**config.mk**
```make
export PLATFORM = sky130hd
export DESIGN_NAME = shift_mac_ctrl
export DESIGN_NICKNAME = d
export VERILOG_FILES = /design/src/rtl/shift_mac_ctrl.sv
export SDC_FILE = /design/constraint.sdc
export NUM_CORES = 1
export LEC_CHECK = 0
export ABC_AREA = 1
export BUFFER_PORTS_ARGS = -buffer_cell sky130_fd_sc_hd__buf_2
export CORE_ASPECT_RATIO = 1.4
export CORE_MARGIN = 2
export CORE_UTILIZATION = 35
export DETAILED_ROUTE_END_ITERATION = 7
export SETUP_SLACK_MARGIN = 0.4
export SYNTH_ARGS = -nofsm -noshare
export SYNTH_HDL_FRONTEND = slang
export SYNTH_SLANG_ARGS = --single-unit
export TNS_END_PERCENT = 20
```
**constraint.sdc**
```tcl
create_clock -name clk -period 3 [get_ports clk]
set_input_delay 0.3 -clock clk [delete_from_list [all_inputs] [get_ports clk]]
set_output_delay 0.3 -clock clk [all_outputs]
set_load 0.01 [all_outputs]
```
**src/rtl/shift_mac_ctrl.sv**
```systemverilog
// shift_mac_ctrl: shift-and-add multiply-accumulate controller.
// Computes acc += a*b using an external 34-bit left shifter, one multiplier bit per cycle.
//
// Ports:
//   clk, reset          clock and synchronous active-high reset
//   start, acc_clear    operation request and accumulator-clear qualifier
//   a [7:0], b [MBITS]  unsigned multiplicand and multiplier
//   ready               high while idle, i.e. while start can be accepted
//   sh_in, sh_n         operand and shift amount driven to the external shifter
//   sh_out [33:0]       shifter result, sh_in << sh_n
//   acc [33:0]          registered accumulator
//   done                one-cycle completion pulse
//   overflow            sticky carry-out of the accumulator

module shift_mac_ctrl #(
    parameter int MBITS = 16
) (
    input  logic             clk,
    input  logic             reset,
    input  logic             start,
    input  logic             acc_clear,
    input  logic [7:0]       a,
    input  logic [MBITS-1:0] b,
    output logic             ready,
    output logic [7:0]       sh_in,
    output logic [4:0]       sh_n,
    input  logic [33:0]      sh_out,
    output logic [33:0]      acc,
    output logic             done,
    output logic             overflow
);

    typedef enum logic [1:0] {
        IDLE = 2'd0,
        RUN  = 2'd1,
        DONE = 2'd2
    } state_t;

    localparam logic [4:0] CNT_LAST = 5'(MBITS - 1);

    state_t           state_q, state_d;
    logic [4:0]       cnt_q, cnt_d;
    logic [7:0]       a_q, a_d;
    logic [MBITS-1:0] b_q, b_d;
    logic [33:0]      acc_q, acc_d;
    logic             ovf_q, ovf_d;
    logic [34:0]      sum;

    always_ff @(posedge clk) begin
        if (reset) begin
            state_q <= IDLE;
            cnt_q   <= '0;
            a_q     <= '0;
            b_q     <= '0;
            acc_q   <= '0;
            ovf_q   <= 1'b0;
        end else begin
            state_q <= state_d;
            cnt_q   <= cnt_d;
            a_q     <= a_d;
            b_q     <= b_d;
            acc_q   <= acc_d;
            ovf_q   <= ovf_d;
        end
    end

    always_comb begin
        state_d = state_q;
        cnt_d   = cnt_q;
        a_d     = a_q;
        b_d     = b_q;
        acc_d   = acc_q;
        ovf_d   = ovf_q;
        ready   = 1'b0;
        done    = 1'b0;
        sh_in   = '0;
        sh_n    = '0;
        // Bit 34 is the carry out of the accumulator.
        sum     = {1'b0, acc_q} + {1'b0, sh_out};

        unique case (state_q)
            IDLE: begin
                ready = 1'b1;
                if (start) begin
                    a_d     = a;
                    b_d     = b;
                    cnt_d   = '0;
                    state_d = RUN;
                    if (acc_clear) begin
                        acc_d = '0;
                        ovf_d = 1'b0;
                    end
                end
            end
            RUN: begin
                sh_in = a_q;
                sh_n  = cnt_q;
                // b_q shifts right each step, so bit 0 is multiplier bit cnt_q.
                if (b_q[0]) begin
                    acc_d = sum[33:0];
                    if (sum[34]) begin
                        ovf_d = 1'b1;
                    end
                end
                b_d   = b_q >> 1;
                cnt_d = cnt_q + 5'd1;
                if (cnt_q == CNT_LAST) begin
                    cnt_d   = '0;
                    state_d = DONE;
                end
            end
            DONE: begin
                done    = 1'b1;
                state_d = IDLE;
            end
            default: begin
                state_d = IDLE;
            end
        endcase
    end

    assign acc      = acc_q;
    assign overflow = ovf_q;

endmodule

```
==> impl_metrics.yaml, run 1 <==
run_status:
  outcome: "completed"
sta:
  fin_setup_tns_ns: 0
  worstMarginPinSlew_ns: 0.559
  final_max_slew_viol_count: 0
  hold_viol: 0
  finalWorstSetupSlack_ns: 0.788
  relSlewSlack_pct: 62.8
  clock_skew_ns: 0.00520
  setup_viol: 0
  min_period_ns: 2.21
  rsz0062_at_grt: "false"
  fin_crit_sh_pct: 73.7
  max_freq_ghz: 0.452
clocking:
  ctsLongestPathBuffers: 2
  cts_resized: 0
  clkSinkCount: 66
  cts_buffers: 9
  ctsHtreeMaxLevel: 3
  clkSlewWorstSetupHoldPaths_ns: 0.05
  ctsHoldBuffers: 0
  post_cts_buffers: 0
  clockRootBuffer: "clkbuf_16"
  cts_tree: "built"
  clk_latency_ns: 0.33
critical_path:
  arrival_ns: 2.41
  start_kind: "flip-flop"
  critPathMaxStageDelay_ns: 0.40
  path_max_fanout: 5
  cpMostUsedCell: "nand2_1"
  cp_num_buf_inv: 2
  required_ns: 3.20
  crit_family: "simple AND/OR/NAND/NOR gates"
  crit_chain: "ha_1 -> inv_1 -> fa_1 -> inv_1 -> nand3_1 -> nand3_1 -> nand2_1 -> nand2_1 -> nand2_1 -> nand2_1 -> nand2_1 -> nand2_1 -> nand2_1 -> nand3_1 -> a21oi_1"
  crit_slowest_cell: "fa_1"
  cp-end-kind: "flip-flop"
  crit_type: "reg2reg"
logic_synthesis:
  synthTopCellsByArea: "dfxtp_1, nand2_1, ha_1, inv_1, a21oi_1"
  synth_warnings: 0
  ys_seq_area_share_pct: 26.7
  synth_cells: 800
  synth_nets: 898
  ys_ff_latch: 66
  avgSynthCellArea_um2: 6.18
  syn_area_um2: 4940
  yosys.area.top_type: "dfxtp_1"
  synth.distinct_cells: 35
  synth_top_area_share_pct: 26.7
power_and_ir_drop:
  finalPower_uw: 2580
  p_leak_uw: 0.00302
  vdd_drop_max_uv: 197
  powerDensity_nw_per_um2: 432
die:
  die_area_um2: 15100
  initial_core_util_pct: 35.7
  die_y_um: 145
  die-width_um: 104
  core_area_um2: 13800
  rows: 51
  io_pins: 112
place:
  place_area_um2: 5660
  pre_cts_ws_ns: 0.793
  placed_cells: 1081
  place_congestion: 0.903
  numPortBuffers: 111
  dp_hpwl_mm: 11.6
route:
  dr.pass1.iters: 4
  wire_per_inst_um: 13.3
  vias_per_cell: 4.79
  route.detailed.drc: 0
  first_iter_violations: 216
  num_vias: 5241
  drt.antenna.violating_nets: 0
  finalWirelength_mm: 14.6
cells_and_area:
  fin_nets: 1005
  syn_to_final_growth_pct: 20.8
  layout.cells.non_filler: 1095
  fillers: 1535
  fin_area_um2: 5970
  diodes: 0
  drive_gt1_share_pct: 16.6
global_route:
  grt_pass1_vias: 5109
  track_usage_pct: 20.1
  grtUsageMet1_pct: 22.8
  top_usage_layer: "met2"
  grt_pass1_wl_mm: 24.2
  antenna_found_initial: 0
  grt_use_met2_pct: 35.7
  use_met3_pct: 4.69
  grt_max_degree: 37
  grt-ovfl-total: 0
min_path:
  holdCritPathClass: "in2reg"
run:
  drv_cap: 0
-- sequential cells by signal, summed over array words and instances (netlist names) --
register	count
state_q	2
acc	34
b_q	16
overflow	1
cnt_q	5
a_q	8
-- area by class of cell --
cell class | count | area (um^2) | share of cell area [%]
clock buffers | 11 | 243 | 4.06
clock inverters | 3 | 65.1 | 1.09
inverters | 115 | 432 | 7.23
multi-input cells | 598 | 3080 | 51.6
flip-flops and latches | 66 | 1320 | 22.1
well taps | 185 | 231 | 3.88
repair buffers | 117 | 601 | 10.1
-- stage by stage --
step                utilization [%]  hold WS, ns
floorplan                         -        0.430
global placement               40.9        0.439
detailed placement             40.9        0.445
CTS                            43.1        0.187
global route                   43.1        0.207
finish                         43.1        0.195
-- metal layers --
metal  part of all wire [%]  routed length [um]
met1                     43                6270
met2                     49                7120
met3                    4.8                 695
met4                    3.7                 538
met5                      0                   0
-- Yosys cell counts --
cell / number
nor2_4: 2
xor2_1: 3
buf_6: 1
buf_4: 4
a22oi_1: 1
inv_1: 112
or2_2: 12
a31oi_1: 1
ha_1: 35
fa_1: 1
clkbuf_1: 7
nor2_1: 84
nand3_1: 50
buf_2: 7
a21oi_1: 77
buf_1: 2
o21ai_0: 27
nand4_1: 7
nand2_2: 2
nor3_1: 10
xnor2_1: 1
a211oi_1: 31
a21o_1: 3
nand2_1: 232
inv_2: 3
nor2b_1: 1
nor4_1: 1
a21boi_0: 3
nor2_2: 1
o21ai_1: 1
dfxtp_1: 66
nand3b_1: 5
o32ai_4: 1
o21bai_1: 4
o21a_1: 2
-- layout by cell type, fill, tap and decap left out, types with 3 or more instances in the layout --
cell	n
clkbuf_16	9
buf_2	111
o21ai_0	27
ha_1	35
xor2_1	3
a211oi_1	31
dfxtp_1	66
o21bai_1	4
nand2_1	232
nand3b_1	5
a21oi_1	77
a21boi_0	3
nand3_1	50
a21o_1	3
or2_2	12
inv_1	112
nor2_1	84
inv_2	3
nor3_1	10
nand4_1	7
buf_4	6
-- logic make-up (layout without fill, tap and decap cells) --
kind of cell	count (synthesis)	in the layout	share of synthesized area, %
AO/OA/AOI/OAI	151	151	18.0
XOR/XNOR	4	4	0.709
buffers and inverters	136	246	11.0
adder cells (fa/ha/maj)	36	36	9.27
AND/OR/NAND/NOR	407	407	34.3
flip-flops	66	66	26.7
-- final timing paths --
kind                             start      end  slack (ns)  depth (start not counted)
worst max-delay path            acc[0]  acc[24]        0.79                         15
worst min-delay path             b[15]  b_q[15]        0.20                          3
worst max register to register  acc[0]  acc[24]        0.79                         15
worst min register to register  a_q[1]   a_q[1]        0.45                          2
-- worst register-to-register path: cells and delay by family, from the launching register on --
family	cells	cell delay, ns
simple gates	10	0.87
fa+ha+maj	2	0.62
buf+inv	2	0.16
compound gates	1	0.06
flops	1	0.34
-- power by group --
group | switching (uW) | leakage, uW | internal (uW)
Sequential | 21.6 | 0.000539 | 927
Clock | 393 | 0.000151 | 740
Combinational | 316 | 0.00233 | 182
No activity file was read; power rests on OpenSTA's default activity.
==> run 2: changes to the inputs <==
Clock period 3 ns to 2.2 ns, I/O delays scaled along.
==> run 2 against run 1 <==
Net effect:
- cell count increased by 1.7%
- final area increased by 12%
- fmax increased by 18%
==> impl_metrics.yaml, run 2 (same netlist as run 1, synthesis figures left out) <==
sta:
  fin_crit_sh_pct: 84.9
  worstMarginPinSlew_ns: 0.610
  final_max_slew_viol_count: 0
  holdWs_ns: 0.125
  max_freq_ghz: 0.536
  clock_skew_ns: 0.0121
  hold_viol: 0
  min_period_ns: 1.87
  fin_setup_tns_ns: 0
  rsz0062_at_grt: "true"
  relSlewSlack_pct: 59.4
  setup_viol: 0
critical_path:
  critPathMaxStageDelay_ns: 0.39
  cp-end-kind: "flip-flop"
  arrival_ns: 2.07
  path_depth: 11
  reg2reg_from: "acc[19]"
  cpMostUsedCell: "nand2_1"
  crit_end: "acc[29]"
  cp_num_buf_inv: 1
  crit_start: "acc[19]"
  required_ns: 2.40
  crit_family: "simple AND/OR/NAND/NOR gates"
  path_max_fanout: 5
  crit_slowest_cell: "dfxtp_1"
  crit_type: "reg2reg"
  rrSetupSlack_ns: 0.33
  reg2reg_depth: 11
  start_kind: "flip-flop"
  reg2reg_to: "acc[29]"
  crit_chain: "ha_4 -> nand2_1 -> inv_1 -> nand2_1 -> nand2_1 -> a21oi_2 -> nor2_1 -> nor2_1 -> nand3b_1 -> nand3_1 -> a21oi_1"
global_route:
  grt_pass1_vias: 5116
  grt-ovfl-total: 0
  grt_pass1_wl_mm: 24.1
  track_usage_pct: 19.9
  antenna_found_initial: 0
  grt_max_degree: 51
clocking:
  clkSlewWorstSetupHoldPaths_ns: 0.06
  cts_tree: "built"
  ctsHoldBuffers: 0
  clk_latency_ns: 0.34
  ctsLongestPathBuffers: 2
  cts_buffers: 9
  clkSinkCount: 66
  clockRootBuffer: "clkbuf_16"
  ctsHtreeMaxLevel: 3
die:
  io_pins: 112
  initial_core_util_pct: 35.7
  core_area_um2: 13800
  die-width_um: 104
  die_y_um: 145
  rows: 51
  die_area_um2: 15100
power_and_ir_drop:
  p_leak_uw: 0.00317
  switching_share_pct: 29.8
  internal_power_uw: 2530
  p_sw_uw: 1070
  pwr-share-comb_pct: 22.0
  clkPwrFrac_pct: 41.9
  powerDensity_nw_per_um2: 537
  seqPwrFrac_pct: 36.1
  vdd_drop_max_uv: 286
cells_and_area:
  syn_to_final_growth_pct: 35.4
  final_cell_mix: "nand2_1, buf_2, inv_1"
  utilization_pct: 48.3
  fin_nets: 1022
  drive_gt1_share_pct: 30.4
  largest_reg_flops: 34
  diodes: 0
  fin_area_um2: 6690
  layout.cells.non_filler: 1114
  layout_commonest_cell: "nand2_1"
route:
  first_iter_violations: 343
  drt.antenna.violating_nets: 0
  num_vias: 5476
  finalWirelength_mm: 15.0
  vias_per_cell: 4.92
  wire_per_inst_um: 13.5
  route.detailed.drc: 0
  dr.pass1.iters: 6
run_status:
  outcome: "completed"
place:
  placed_cells: 1088
  place_congestion: 0.865
  numPortBuffers: 111
  dp_hpwl_mm: 11.4
  place_area_um2: 5740
min_path:
  holdCritPathClass: "in2reg"
run:
  drv_cap: 0
run 2: cell types whose count changed in the layout (fill, tap and decap cells not counted), moves of 11 or more:
cell / previous run / this run
nand2_1: 232 / 203
ha_1: 35 / 10
nand2_2: 2 / 27
ha_4: 0 / 23
a21oi_1: 77 / 58
a21oi_2: 0 / 18
buf_4: 6 / 23
nor2_1: 84 / 69
dfxtp_1: 66 / 55
nor2_2: 1 / 12
run 2: layout make-up:
| class | instances | area, um^2 |
|---|---|---|
| Fill cell | 1461 | 7160 |
| Clock buffer | 13 | 260 |
| Tap cell | 185 | 231 |
| Sequential cell | 66 | 1340 |
| Multi-Input combinational cell | 598 | 3650 |
| Timing Repair Buffer | 134 | 728 |
| Clock inverter | 3 | 47.5 |
| Inverter | 115 | 432 |
run 2: through the flow:
step / total power, uW / setup WS [ns]
3_3_place_gp: 2010 / 0.0824
6_report: 3600 / 0.333
5_1_grt: 3780 / 0.212
3_5_place_dp: 2010 / 0.0918
2_1_floorplan: 1790 / 0.406
4_1_cts: 3570 / 0.288
run 2: repair_timing:
item / 4_1_cts / 5_1_grt
pin swaps: 7 / 11
resized for setup: 45 / 83
setup buffers: 6 / 4
setup endpoints to repair: 27 / 30
run 2: routing by layer:
metal	global-route usage [%]	vias to the layer above	share of wire [%]
met5	0	-	0
met4	8.32	0	2.8
met1	22.1	2470	41
li1	-	2841	-
met3	4.28	28	5.5
met2	36.7	137	51
run 2: worst min path at each step:
stage / endpoint / cells after the start / from / slack, ns
floorplan: b_q[15] / 2 / b[15] / 0.36
global placement: a_q[6] / 2 / a_q[6] / 0.44
detailed placement: a_q[0] / 2 / a_q[0] / 0.44
CTS: b_q[15] / 3 / b[15] / 0.11
global route: state_q[0] / 2 / reset / 0.15
finish: b_q[15] / 3 / b[15] / 0.12
run 2: power groups by stage:
stage	sequential, uW	clock (uW)	combinational [uW]
finish	1300	1510	790
global route	1310	1590	891
CTS	1300	1540	732
floorplan	1320	0	470
global placement	1320	0	688
detailed placement	1320	0	688
run 2: tightest hold or removal path: stages:
cell	delay (ns)
buf_2	0.08
nand3_1	0.06
o21ai_0	0.06
==> run 3: changes to the inputs <==
Settings changed: ABC_AREA 1 to 0.
Clock period 2.2 ns to 1.6 ns, I/O delays scaled along.
==> run 3 against run 2 <==
Net effect:
- the flow now finishes with violations (setup timing)
- via count is 9.7% lower
- area after synthesis fell by 15%
- setup slack worse by 1.1 ns
- cell count decreased by 15%
- final area is 6.2% higher
- flip-flop and latch count unchanged
- non-clock buffer count up 126
- hold slack got worse by 0.061 ns
- sequential power is 36% higher
- clock power increased by 66%
==> impl_metrics.yaml, run 3 <==
run_status:
  outcome: "finished with violations"
  violations: "setup timing"
sta:
  finalWorstSetupSlack_ns: -0.806
  worstMarginPinSlew_ns: 0.368
  final_max_slew_viol_count: 0
  fin_setup_tns_ns: -16.75
  min_period_ns: 2.41
  rsz0062_at_grt: "true"
  fin_crit_sh_pct: 150
  max_freq_ghz: 0.416
  hold_viol: 0
  relSlewSlack_pct: 75.5
  holdWs_ns: 0.0636
  clock_skew_ns: 0.00784
  setup_viol: 31
critical_path:
  crit_slowest_cell: "dfxtp_4"
  crit_type: "reg2reg"
  start_kind: "flip-flop"
  cp-end-kind: "flip-flop"
  reg2reg_depth: 13
  crit_end: "acc[26]"
  rrSetupSlack_ns: -0.81
  arrival_ns: 2.62
  reg2reg_to: "acc[26]"
  crit_family: "compound AO/OA/AOI/OAI gates"
  required_ns: 1.81
  path_depth: 13
  crit_chain: "ha_4 -> inv_2 -> fa_2 -> nor2b_4 -> o2111a_1 -> o21ai_2 -> nand2_2 -> o2111ai_4 -> o21ai_4 -> buf_4 -> a21oi_2 -> xor2_1 -> o21ai_1"
  crit_start: "acc[0]"
  reg2reg_from: "acc[0]"
  path_max_fanout: 4
  critPathMaxStageDelay_ns: 0.35
  cp_num_buf_inv: 2
cells_and_area:
  fin_nets: 898
  final_cell_mix: "buf_4, buf_2, nand2_1"
  syn_to_final_growth_pct: 68.2
  utilization_pct: 60.1
  layout_commonest_cell: "buf_4"
  diodes: 0
  largest_reg_flops: 34
  fillers: 1043
  fin_area_um2: 7110
  drive_gt1_share_pct: 47.6
clocking:
  ctsHoldBuffers: 0
  ctsLongestPathBuffers: 2
  clkSlewWorstSetupHoldPaths_ns: 0.06
  clkSinkCount: 66
  clk_latency_ns: 0.33
  cts_buffers: 9
  cts_tree: "built"
  clockRootBuffer: "clkbuf_16"
  ctsHtreeMaxLevel: 3
logic_synthesis:
  synthTopCellsByArea: "dfxtp_1, ha_1, nand2_1, a21oi_1, o21ai_0"
  yosys-top-cells-count: "nand2_1, dfxtp_1, nor2_1"
  avgSynthCellArea_um2: 7.57
  synth.distinct_cells: 50
  ys_ff_latch: 66
  synth_warnings: 0
  yosys.area.top_type: "dfxtp_1"
  synth_top_area_share_pct: 31.3
  ys_seq_area_share_pct: 31.3
  synthFlopType: "dfxtp_1"
  synth-edff-count: 0
  synth.most_common_cell: "nand2_1"
  async_reset_ff_share_pct: 0
  syn_area_um2: 4230
  synth_cells: 558
  synth_nets: 656
route:
  first_iter_violations: 166
  wire_per_inst_um: 15.0
  route.detailed.drc: 0
  vias_per_cell: 5.20
  dr.pass1.iters: 4
  finalWirelength_mm: 14.3
  drt.antenna.violating_nets: 0
  num_vias: 4947
run:
  drv_cap: 0
global_route:
  grt_pass1_vias: 5026
  grt-ovfl-total: 0
  grt_max_degree: 32
  grt_pass1_wl_mm: 23.0
  track_usage_pct: 21.1
  antenna_found_initial: 0
die:
  core_area_um2: 11800
  rows: 47
  die_y_um: 134
  die-width_um: 96.9
  io_pins: 112
  die_area_um2: 13000
  initial_core_util_pct: 35.7
place:
  place_area_um2: 6040
  place_congestion: 0.912
  dp_hpwl_mm: 10.7
  numPortBuffers: 111
power_and_ir_drop:
  clkPwrFrac_pct: 46.1
  p_leak_uw: 0.00337
  p_sw_uw: 1430
  seqPwrFrac_pct: 32.6
  internal_power_uw: 4010
  switching_share_pct: 26.3
  powerDensity_nw_per_um2: 765
  pwr-share-comb_pct: 21.2
  vdd_drop_max_uv: 545
min_path:
  holdCritPathClass: "in2reg"
run 3: worst reg2reg max path, cell delays in order, from the launching register on:
cell       delay (ns)
dfxtp_4          0.35
ha_4             0.16
inv_2            0.05
fa_2             0.22
nor2b_4          0.05
o2111a_1         0.25
o21ai_2          0.19
nand2_2          0.10
o2111ai_4        0.25
o21ai_4          0.12
buf_4            0.16
a21oi_2          0.14
xor2_1           0.17
o21ai_1          0.09
run 3: power by group through the flow:
stage                     Sequential (uW)  Combinational [uW]  Clock, uW
after floorplan                      1810                 503          0
after global placement               1800                 958          0
after detailed placement             1810                 980          0
after CTS                            1770                1080       2540
after global routing                 1780                1260       2590
final                                1770                1150       2510
run 3: per-layer routing:
layer	track usage, %	vias to the layer above	routed length (um)
met5	0	-	0
met4	7.36	0	296
met3	4.12	23	641
met2	41.2	120	7870
met1	22.2	2321	5460
li1	-	2483	-
run 3: how the worst min path moves through the flow:
stage	from	end	depth (start not counted)
floorplan	a[0]	a_q[0]	2
global placement	a[0]	a_q[0]	3
detailed placement	a[0]	a_q[0]	3
CTS	a[6]	a_q[6]	3
global route	a[0]	a_q[0]	3
finish	a[6]	a_q[6]	3
run 3: cells by family (layout without fill, tap and decap cells):
logic type	Yosys count	count (layout)	synth area share, %
muxes	2	2	0.474
buffers and inverters	35	282	3.11
DFF	66	66	31.3
xor gates and xnor gates	27	27	5.60
and+or+nand+nor	227	227	24.2
adders and majority gates	36	36	10.8
AOI/OAI and AO/OA	165	165	24.5
run 3: layout make-up:
class / count / area, um^2 / area share (%)
clock buffer: 10 / 239 / 3.36
clock inverter: 6 / 136 / 1.92
multi-input combinational: 457 / 3390 / 47.7
sequential: 66 / 1340 / 18.9
inverter: 6 / 22.5 / 0.317
tap: 147 / 184 / 2.59
timing repair buffer: 260 / 1800 / 25.3
run 3: repair_timing:
| item | CTS | global route |
|---|---|---|
| pin swaps | 74 | 61 |
| endpoints found under the setup margin | 78 | 68 |
| gates resized for setup | 106 | 48 |
| gates cloned | 0 | 0 |
| setup buffers | 5 | 4 |
run 3: through the flow:
| step | total power [uW] | std cells | setup WS (ns) |
|---|---|---|---|
| floorplan | 2310 | 558 | -0.686 |
| global placement | 2760 | 927 | -0.779 |
| detailed placement | 2790 | 927 | -0.868 |
| CTS | 5400 | 948 | -0.740 |
| global route | 5630 | 952 | -0.899 |
| finish | 5440 | 952 | -0.806 |
